### src/rtl/serial_word_packer.sv
// Packs a qualified serial bit stream into WIDTH-bit words and hands each
// word out through a valid/ready output buffer, with a sticky drop flag.
//
// state   | meaning
// IDLE    | no partial word, bit_cnt = 0
// COLLECT | partial word in sreg, 1 <= bit_cnt <= WIDTH-1
module serial_word_packer #(
  parameter int WIDTH     = 8,
  parameter bit MSB_FIRST = 1'b1,
  parameter int CW        = $clog2(WIDTH + 1)
) (
  input  logic             clk,
  input  logic             rst,
  input  logic             bit_in,
  input  logic             bit_en,
  input  logic             clr,
  output logic [WIDTH-1:0] word_out,
  output logic [CW-1:0]    ones_count,
  output logic             word_valid,
  input  logic             word_ready,
  output logic             overflow,
  output logic [CW-1:0]    bit_cnt
);

  typedef enum logic {
    IDLE    = 1'b0,
    COLLECT = 1'b1
  } state_t;

  localparam logic [CW-1:0] LAST_CNT = CW'(WIDTH - 1);

  state_t           state;
  logic [WIDTH-1:0] sreg;
  logic [WIDTH-1:0] sreg_next;
  logic             transfer;
  logic             complete;
  logic             load_word;
  logic             drop_word;

  function automatic logic [CW-1:0] popcount(input logic [WIDTH-1:0] w);
    logic [CW-1:0] n;
    n = '0;
    for (int i = 0; i < WIDTH; i++) begin
      n = n + CW'(w[i]);
    end
    return n;
  endfunction

  // sreg_next already includes the bit sampled at this edge, so on the
  // completing edge it is the full assembled word.
  always_comb begin
    sreg_next = MSB_FIRST ? {sreg[WIDTH-2:0], bit_in} : {bit_in, sreg[WIDTH-1:1]};
    transfer  = word_valid && word_ready;
    complete  = bit_en && !clr && (bit_cnt == LAST_CNT);
    load_word = complete && (!word_valid || word_ready);
    drop_word = complete && word_valid && !word_ready;
  end

  always_ff @(posedge clk or posedge rst) begin
    if (rst) begin
      state      <= IDLE;
      sreg       <= '0;
      bit_cnt    <= '0;
      word_out   <= '0;
      ones_count <= '0;
      word_valid <= 1'b0;
      overflow   <= 1'b0;
    end else begin
      if (clr) begin
        state    <= IDLE;
        sreg     <= '0;
        bit_cnt  <= '0;
        overflow <= 1'b0;
      end else if (bit_en) begin
        case (state)
          IDLE: begin
            sreg    <= sreg_next;
            bit_cnt <= bit_cnt + CW'(1);
            state   <= COLLECT;
          end
          COLLECT: begin
            if (complete) begin
              sreg    <= '0;
              bit_cnt <= '0;
              state   <= IDLE;
            end else begin
              sreg    <= sreg_next;
              bit_cnt <= bit_cnt + CW'(1);
              state   <= COLLECT;
            end
          end
          default: begin
            sreg    <= '0;
            bit_cnt <= '0;
            state   <= IDLE;
          end
        endcase
      end

      // Output buffer: a completion may refill the slot on the same edge
      // the consumer empties it.
      if (load_word) begin
        word_out   <= sreg_next;
        ones_count <= popcount(sreg_next);
        word_valid <= 1'b1;
      end else if (transfer) begin
        word_valid <= 1'b0;
      end

      if (drop_word) begin
        overflow <= 1'b1;
      end
    end
  end

endmodule

### config.mk
export PLATFORM = sky130hd
export DESIGN_NAME = serial_word_packer
export DESIGN_NICKNAME = d
export VERILOG_FILES = /design/src/rtl/serial_word_packer.sv
export SDC_FILE = /design/constraint.sdc
export NUM_CORES = 1
export LEC_CHECK = 0
export ABC_CLOCK_PERIOD_IN_PS = 6300
export BUFFER_PORTS_ARGS = -buffer_cell sky130_fd_sc_hd__buf_4
export CAP_MARGIN = 10
export CORE_ASPECT_RATIO = 1.5
export CORE_MARGIN = 1.5
export CORE_UTILIZATION = 45
export CTS_CLUSTER_DIAMETER = 30
export DETAILED_ROUTE_END_ITERATION = 8
export GPL_TIMING_DRIVEN = 0
export PLACE_DENSITY = 0.67
export RECOVER_POWER = 100
export SLEW_MARGIN = 5
export SYNTH_ARGS = -nofsm -noshare
export SYNTH_HDL_FRONTEND = slang
export SYNTH_SLANG_ARGS = --single-unit
### constraint.sdc
create_clock -name clk -period 6.3 [get_ports clk]
set_input_delay 0.945 -clock clk [delete_from_list [all_inputs] [get_ports clk]]
set_output_delay 0.945 -clock clk [all_outputs]
set_load 0.05 [all_outputs]
==> results.cfg, run 1 <==
[global_routing]
grt_max_degree = 27
gr-total-overflow = 0
grt_pass1_vias = 819
antenna_found_initial = 0
grt_usage_pct = 17.1
grt_pass1_wl_um = 3680

[setup_path]
startpoint_type = primary input
critical_path.cell_chain = clkbuf_1 > fa_1 > inv_1 > fa_1 > fa_1 > inv_1 > ha_1 > inv_1 > fa_1 > xnor2_1 > mux2_1
reg2reg_slack_ns = 3.22
cp_slowest_cell = fa_1
regToRegEndpoint = ones_count[2]$_DFFE_PP0P_
cp_common_cell = fa_1
required_ns = 6.53
r2r-start = sreg[0]$_DFFE_PP0P_
worstSetupPathType = in -> reg
r2r_cells = 10
end_kind = flip-flop
worstPathArrival_ns = 3.62
timing.critical_path.to = ones_count[2]$_DFFE_PP0P_
startpoint = bit_in
cp_slowest_stage_delay_ns = 0.54
crit_fanout = 3

[power]
ir_drop_mv = 0.109
power_leakage_nw = 0.693
power_mw = 0.279
powerDensity_mw_per_mm2 = 203

[timing]
slew_viol_final = 0
rsz0062_at_grt = false
finalClockSkew_ns = 0.00695
worst_slew_pin_slew_ns = 0.949
period_share_pct = 53.8
setup_tns_ns = 0
finalSetupViolations = 0
min_period_ns = 3.39
fmax_mhz = 295
final-hold-violation-count = 0
setup_ws_ns = 2.91
maxSlewHeadroom_pct = 36.7

[route]
finalWirelength_um = 2080
drt_iter0_drc = 6
route.detailed.drc = 0
firstDrtPassIters = 3
ant_nets = 0
dr_total_vias = 781
wl_per_cell_um = 13.4
vias_per_cell = 5.04

[clocking]
cts_tree = built
cts.repair.resized = 0
h-tree-depth = 1
cts_setup_buffers = 0
clock-sinks = 26
root_buffer = clkbuf_4
clk_pin_slew_ns = 0.14
clk_latency_ns = 0.33
ctsHoldBuffers = 0
clockBufferDepth = 2
cts_buffers = 3

[die]
die_area_mm2 = 0.00302
core_mm2 = 0.00250
io_pins = 24
initial_utilization_pct = 48.3
die_height_um = 66.5
die_w_um = 45.3
rows = 22

[logic_synthesis]
yosysWarnings = 0
synth_area_leaders = dfrtp_1 54%, mux2_1 10%, fa_1 6.6%
yosys-top-cells-count = 26 x dfrtp_1, 13 x inv_1, 11 x mux2_1, 7 x a22o_1
syn_inst = 93
synth_top_area_cell = dfrtp_1
ys_ff_latch = 26
synth.most_common_cell = dfrtp_1
synth_cell_type_count = 26
synth-edff-count = 0
yosysSeqAreaShare_pct = 53.8
synth_nets = 107
yosysTopAreaCellShare_pct = 53.8
netlist_area_mm2 = 0.00121
synth_ff_type = dfrtp_1
synth_async_sr_flop_share_pct = 100
syn_avg_cell_area_um2 = 13.0

[placed_design]
gp_congestion = 0.761
dpl.cell_count = 151
place_area_mm2 = 0.00142
hpwl_um = 1610
dp_slack_ns = 2.54
portBuffers = 22

[cells_and_area]
fin_area_mm2 = 0.00137
nFillCells = 249
register_area_um2 = 651
multi_input_area_um2 = 494
fin_cells = 155
layout-drive-gt1-share_pct = 7.56
antennaDiodeCount = 0
num-nets-final = 134
area_delta_synth_final_pct = 13.5

[outcome]
status = finished, final reports clean

[hold_path]
min_from = state$_DFFE_PP0P_
hp-class = reg -> reg

[job]
maxCapViolations = 0
[power breakdown]
| part | total, mW | leakage, nW | switching [mW] | internal (mW) |
|---|---|---|---|---|
| combinational | 0.0229 | 0.318 | 0.0158 | 0.00706 |
| clock | 0.0848 | 0.0210 | 0.0493 | 0.0355 |
| sequential | 0.172 | 0.354 | 0.00241 | 0.169 |
[per-layer routing]
layer	wire length [um]	global-route usage, %	vias to the layer above	share of wire (%)
met3	59	1.63	5	2.8
li1	-	-	365	-
met5	0	0	-	0
met2	1120	26.8	17	54
met4	59	9.93	0	2.8
met1	837	22.5	394	40
[cells by family after synthesis]
kind of cell / synth area share (%)
AO/OA/AOI/OAI: 6.62
multiplexers: 12.8
adder cells (fa/ha/maj): 10.8
AND/OR/NAND/NOR: 9.20
buffers and inverters: 5.38
XOR/XNOR: 1.45
flip-flops: 53.8
[layout by cell type, fill, tap and decap left out]
| cell | n |
|---|---|
| dfrtp_1 | 26 |
| clkbuf_1 | 21 |
| inv_1 | 13 |
| mux2_1 | 11 |
| a22o_1 | 7 |
| fa_1 | 4 |
| ha_1 | 4 |
| clkbuf_4 | 4 |
| nand2_1 | 3 |
| nor2_1 | 3 |
| nor2b_1 | 2 |
| nand2b_1 | 2 |
| nand3_1 | 2 |
| mux2i_1 | 2 |
| buf_2 | 1 |
| and4bb_1 | 1 |
| and4b_1 | 1 |
| nor2_2 | 1 |
| a21o_1 | 1 |
| or4_1 | 1 |
| nand4b_1 | 1 |
| or3b_1 | 1 |
| o22ai_1 | 1 |
| a21oi_1 | 1 |
| mux2_2 | 1 |
| xor2_1 | 1 |
| xnor2_1 | 1 |
| clkbuf_8 | 1 |
| buf_4 | 1 |
[flip-flops by register name, summed over array words and instances (netlist names)]
register / cells
sreg: 7
overflow: 1
bit_cnt: 4
word_valid: 1
word_out: 8
ones_count: 4
state: 1
[area by class of cell]
cell class	instances	area share, %
timing repair buffer	22	6.56
tap	36	3.28
multi-input combinational	52	36.0
inverter	13	3.55
sequential	26	47.4
buffer	2	0.638
clock buffer	4	2.64
[worst min-delay path by stage]
stage / to / slack, ns / depth (start not counted)
final: state$_DFFE_PP0P_ / 0.49 / 1
after global routing: state$_DFFE_PP0P_ / 0.53 / 1
after CTS: state$_DFFE_PP0P_ / 0.50 / 1
after detailed placement: state$_DFFE_PP0P_ / 0.47 / 1
after global placement: state$_DFFE_PP0P_ / 0.46 / 1
after floorplan: state$_DFFE_PP0P_ / 0.44 / 1
[per-stage QoR]
| step | utilization (%) | hold slack, ns |
|---|---|---|
| 2_1_floorplan | - | 0.443 |
| 3_3_place_gp | 56.7 | 0.460 |
| 3_5_place_dp | 56.7 | 0.470 |
| 4_1_cts | 58.1 | 0.503 |
| 5_1_grt | 54.8 | 0.529 |
| 6_report | 54.8 | 0.495 |
[worst max-delay path: cells and delay by family]
family	cells	cell delay (ns)
XOR/XNOR	1	0.13
adder cells (fa/ha/maj)	5	1.98
buffers and inverters	4	0.28
multiplexers	1	0.29
No activity file was read; power rests on OpenSTA's default activity.
==> inputs of run 2 (changes only) <==
- ABC_AREA: unset -> 1
- ABC_CLOCK_PERIOD_IN_PS: 6300 -> 2870
- PLACE_DENSITY: 0.67 -> 0.69
- clock period: 6.3 -> 2.87 ns (I/O delays scaled with it)
==> results.cfg, run 2 <==
[global_routing]
grt_usage_pct = 17.5
antenna_found_initial = 0
grt_pass1_vias = 985
gr-total-overflow = 0
grt_pass1_wl_um = 4020
grt_max_degree = 27

[placed_design]
portBuffers = 23
place_area_mm2 = 0.00150
dpl.cell_count = 204
dp_slack_ns = -0.196
hpwl_um = 1720
gp_congestion = 0.722

[hold_path]
hp-class = in -> async

[die]
initial_utilization_pct = 47.7
die_w_um = 46.5
rows = 23
die_area_mm2 = 0.00317
core_mm2 = 0.00268
die_height_um = 68.3
io_pins = 24

[setup_path]
worstPathArrival_ns = 3.02
required_ns = 3.03
timing.critical_path.to = ones_count[2]$_DFFE_PP0P_
worstSetupPathType = reg -> reg
r2r-start = sreg[0]$_DFFE_PP0P_
cp_slowest_cell = fa_1
end_kind = flip-flop
cp_slowest_stage_delay_ns = 0.51
critical_path.cell_chain = fa_1 > inv_1 > fa_1 > fa_1 > inv_2 > ha_4 > inv_2 > fa_1 > xnor2_1 > nand2_1 > nand2_1
path_depth = 11
crit_family = adder cells
r2r_cells = 11
cp_common_cell = fa_1
startpoint = sreg[0]$_DFFE_PP0P_
startpoint_type = flip-flop
regToRegEndpoint = ones_count[2]$_DFFE_PP0P_
reg2reg_slack_ns = 0.01
crit_buf_inv = 3
crit_fanout = 2

[outcome]
status = finished, final reports clean

[route]
finalWirelength_um = 2310
dr_total_vias = 980
firstDrtPassIters = 4
vias_per_cell = 4.67
ant_nets = 0
wl_per_cell_um = 11.0
route.detailed.drc = 0
drt_iter0_drc = 29

[clocking]
cts_tree = built
clk_latency_ns = 0.27
root_buffer = clkbuf_8
clockBufferDepth = 2
cts_buffers = 3
ctsHoldBuffers = 0
h-tree-depth = 1
clock-sinks = 26
clk_pin_slew_ns = 0.09

[logic_synthesis]
synth_async_sr_flop_share_pct = 100
ys_ff_latch = 26
synth_nets = 158
netlist_area_mm2 = 0.00128
synth_cell_type_count = 19
yosys-top-cells-count = 58 x nand2_1, 26 x dfrtp_1, 15 x inv_1, 11 x nand3_1, 5 x o21ai_0
yosysSeqAreaShare_pct = 50.9
yosysTopAreaCellShare_pct = 50.9
synth_top_area_cell = dfrtp_1
synth_area_leaders = dfrtp_1 51%, nand2_1 17%, fa_1 6.3%
synth_ff_type = dfrtp_1
syn_avg_cell_area_um2 = 8.87
syn_inst = 144
yosysWarnings = 0
synth-edff-count = 0
synth.most_common_cell = nand2_1

[cells_and_area]
largest-register = word_out
largest_reg_flops = 8
antennaDiodeCount = 0
layout_common_cells = 58 x nand2_1, 26 x dfrtp_1, 18 x clkbuf_1
fin_area_mm2 = 0.00152
biggestRegsByFlops = word_out: 8 flops, sreg: 7 flops
num-nets-final = 188
final_common_cell = nand2_1
layout-drive-gt1-share_pct = 12.7
area_delta_synth_final_pct = 18.6
fin_cells = 210

[power]
pwr-share-clk_pct = 40.7
powerDensity_mw_per_mm2 = 484
switching_share_pct = 21.4
ir_drop_mv = 0.324
internal-power_mw = 0.576
power_mw = 0.733
comb_power_share_pct = 7.8
p_switching_mw = 0.157
power_frac_seq_pct = 51.6
power_leakage_nw = 0.802

[timing]
worst_slew_pin_slew_ns = 0.975
finalClockSkew_ns = 0.00592
period_share_pct = 99.6
slew_viol_final = 0
hold_slack_ns = 0.384
min_period_ns = 2.86
final-hold-violation-count = 0
setup_ws_ns = 0.0107
rsz0062_at_grt = true
finalSetupViolations = 0
maxSlewHeadroom_pct = 34.9
fmax_mhz = 350

[job]
maxCapViolations = 0
==> run 2: logic make-up (layout without fill, tap and decap cells) <==
kind of cell,count (synthesis),in the layout,synth area share [%]
buf+inv,21,50,7.54
fa+ha+maj,8,8,10.2
simple gates,81,81,27.6
xor+xnor,1,1,0.686
flops,26,26,50.9
compound gates,7,7,3.04
==> run 2: final cells by class <==
type | count | area, um2
Clock inverter | 1 | 30.0
Multi-Input combinational cell | 97 | 531
Buffer | 4 | 32.5
Fill cell | 273 | 1160
Tap cell | 37 | 46.3
Clock buffer | 3 | 41.3
Inverter | 17 | 63.8
Timing Repair Buffer | 25 | 120
Sequential cell | 26 | 651
==> run 2: how the worst min path moves through the flow <==
stage | depth (start not counted) | start | end
floorplan | 2 | state$_DFFE_PP0P_ | state$_DFFE_PP0P_
global placement | 2 | word_out[7]$_DFFE_PP0P_ | word_out[7]$_DFFE_PP0P_
detailed placement | 2 | word_out[5]$_DFFE_PP0P_ | word_out[5]$_DFFE_PP0P_
CTS | 3 | bit_in | sreg[0]$_DFFE_PP0P_
global route | 3 | bit_in | sreg[0]$_DFFE_PP0P_
finish | 2 | rst | ones_count[0]$_DFFE_PP0P_
==> run 2: per-stage QoR <==
stage               setup TNS, ns  utilization, %
finish                          0            56.6
global route               -0.226            56.6
CTS                       -0.0307            59.2
detailed placement         -0.363            55.9
global placement           -0.370            55.9
floorplan                       0               -
==> run 2: repair_timing <==
item,4_1_cts,5_1_grt
cloned,0,0
setup endpoints to repair,2,2
endpoints found under the hold margin,0,0
buffers inserted,2,0
gates resized for setup,2,2
==> run 2: power groups by stage <==
stage / sequential (mW) / clock [mW] / combinational, mW
after global placement: 0.385 / 0 / 0.0556
after detailed placement: 0.386 / 0 / 0.0572
after floorplan: 0.396 / 0 / 0.0259
after CTS: 0.378 / 0.309 / 0.0598
final: 0.378 / 0.298 / 0.0569
after global routing: 0.379 / 0.320 / 0.0651
==> run 2: metal layers <==
layer,vias to the layer above,routed length (um),GRT usage (%),part of all wire [%]
li1,503,-,-,-
met1,453,1010,19.6,44
met2,19,1180,30.9,51
met3,5,70,2.64,3.0
met4,0,42,8.93,1.8
met5,-,0,0,0
==> inputs of run 3 (changes only) <==
- REMOVE_ABC_BUFFERS: unset -> 1
==> results.cfg, run 3 (same netlist as run 2, synthesis figures left out) <==
[global_routing]
grt_pass1_wl_um = 4100
grt_usage_pct = 18.0
gr-total-overflow = 0
antenna_found_initial = 0
grt_pass1_vias = 1007
grt_max_degree = 27

[setup_path]
worstSetupPathType = reg -> reg
startpoint = sreg[0]$_DFFE_PP0P_
path_depth = 10
cp_slowest_stage_delay_ns = 0.53
startpoint_type = flip-flop
r2r-start = sreg[0]$_DFFE_PP0P_
crit_family = adder cells
crit_buf_inv = 3
timing.critical_path.to = ones_count[1]$_DFFE_PP0P_
critical_path.cell_chain = fa_1 > inv_2 > fa_1 > fa_1 > inv_2 > ha_4 > inv_2 > fa_1 > nand3b_1 > nand2_1
cp_common_cell = fa_1
end_kind = flip-flop
regToRegEndpoint = ones_count[1]$_DFFE_PP0P_
cp_slowest_cell = fa_1
crit_fanout = 2
worstPathArrival_ns = 3.04
required_ns = 3.03
r2r_cells = 10
reg2reg_slack_ns = -0.008

[power]
powerDensity_mw_per_mm2 = 494
comb_power_share_pct = 7.8
internal-power_mw = 0.576
switching_share_pct = 21.7
power_leakage_nw = 0.782
p_switching_mw = 0.160
ir_drop_mv = 0.308
power_mw = 0.736
power_frac_seq_pct = 51.4
pwr-share-clk_pct = 40.8

[placed_design]
hpwl_um = 1690
gp_congestion = 0.757
portBuffers = 23

[route]
ant_nets = 0
drt_iter0_drc = 36
firstDrtPassIters = 4
route.detailed.drc = 0
finalWirelength_um = 2340
dr_total_vias = 981
vias_per_cell = 4.76
wl_per_cell_um = 11.4

[cells_and_area]
layout-drive-gt1-share_pct = 11.8
nFillCells = 267
largest_reg_flops = 8
final_common_cell = nand2_1
biggestRegsByFlops = word_out: 8 flops, sreg: 7 flops
largest-register = word_out
layout_common_cells = 58 x nand2_1, 26 x dfrtp_1, 18 x clkbuf_1
num-nets-final = 184
area_delta_synth_final_pct = 16.7
antennaDiodeCount = 0

[die]
initial_utilization_pct = 47.7
rows = 23
core_mm2 = 0.00268
die_area_mm2 = 0.00317
io_pins = 24
die_height_um = 68.3
die_w_um = 46.5

[timing]
min_period_ns = 2.88
finalClockSkew_ns = 0.00276
setup_ws_ns = -0.00785
slew_viol_final = 0
final-hold-violation-count = 0
worst_slew_pin_slew_ns = 0.977
finalSetupViolations = 2
maxSlewHeadroom_pct = 34.8
rsz0062_at_grt = true
period_share_pct = 100
setup_tns_ns = -0.0108
fmax_mhz = 347

[clocking]
clock-sinks = 26
cts_buffers = 3
cts_tree = built
clk_pin_slew_ns = 0.09
h-tree-depth = 1
root_buffer = clkbuf_8
clockBufferDepth = 2
clk_latency_ns = 0.27

[outcome]
violations = setup timing
status = complete, but fails checks

[job]
maxCapViolations = 0

[hold_path]
hp-class = in -> async
-- run 3: cell count changes in the layout (fill, tap and decap cells not counted) --
cell | before | now
clkbuf_4 | 1 | 2
inv_1 | 14 | 13
buf_4 | 6 | 5
inv_2 | 3 | 4
buf_6 | 2 | 0
nor2_4 | 1 | 2
buf_2 | 2 | 0
nor2_1 | 5 | 4
-- run 3: what timing repair did --
| action | in CTS | in global routing |
|---|---|---|
| cloned | 0 | 0 |
| hold buffers | 0 | 0 |
| setup buffers | 1 | 1 |
| pin swaps | 1 | 0 |
| gates resized for setup | 2 | 3 |
| setup endpoints to repair | 2 | 2 |
-- run 3: per-layer routing --
metal / part of all wire [%] / global-route usage (%) / up-vias / wire length, um
li1: - / - / 492 / -
met1: 42 / 20.5 / 467 / 974
met2: 54 / 32.3 / 17 / 1260
met3: 2.6 / 1.58 / 5 / 61
met4: 2.1 / 8.57 / 0 / 48
met5: 0 / 0 / - / 0
-- run 3: power by group through the flow --
stage	clock network [mW]	logic, mW	registers, mW
final	0.300	0.0573	0.378
after global routing	0.320	0.0650	0.379
after CTS	0.309	0.0584	0.378
after detailed placement	0	0.0559	0.386
after global placement	0	0.0546	0.385
after floorplan	0	0.0253	0.396
-- run 3: worst min path at each step --
stage	end
after global placement	ones_count[0]$_DFFE_PP0P_
after detailed placement	ones_count[0]$_DFFE_PP0P_
final	word_out[2]$_DFFE_PP0P_
after CTS	sreg[0]$_DFFE_PP0P_
after global routing	sreg[0]$_DFFE_PP0P_
after floorplan	state$_DFFE_PP0P_
-- run 3: final cells by class --
class	instances	area (um2)	area share [%]
well taps	37	46.3	3.11
flip-flops and latches	26	651	43.7
repair buffers	25	120	8.06
clock inverters	1	30.0	2.02
multi-input cells	97	538	36.1
clock buffers	3	41.3	2.77
inverters	17	63.8	4.28
-- run 3: metrics by stage --
stage / hold slack (ns) / instance area [um2] / util (%) / cells / setup slack, ns
floorplan: 0.451 / 1240 / - / 140 / 0.0187
global placement: 0.454 / 1460 / 54.7 / 200 / -0.193
detailed placement: 0.460 / 1460 / 54.7 / 200 / -0.232
CTS: 0.387 / 1550 / 57.7 / 205 / -0.0371
global route: 0.407 / 1490 / 55.7 / 206 / -0.105
finish: 0.384 / 1490 / 55.7 / 206 / -0.00785
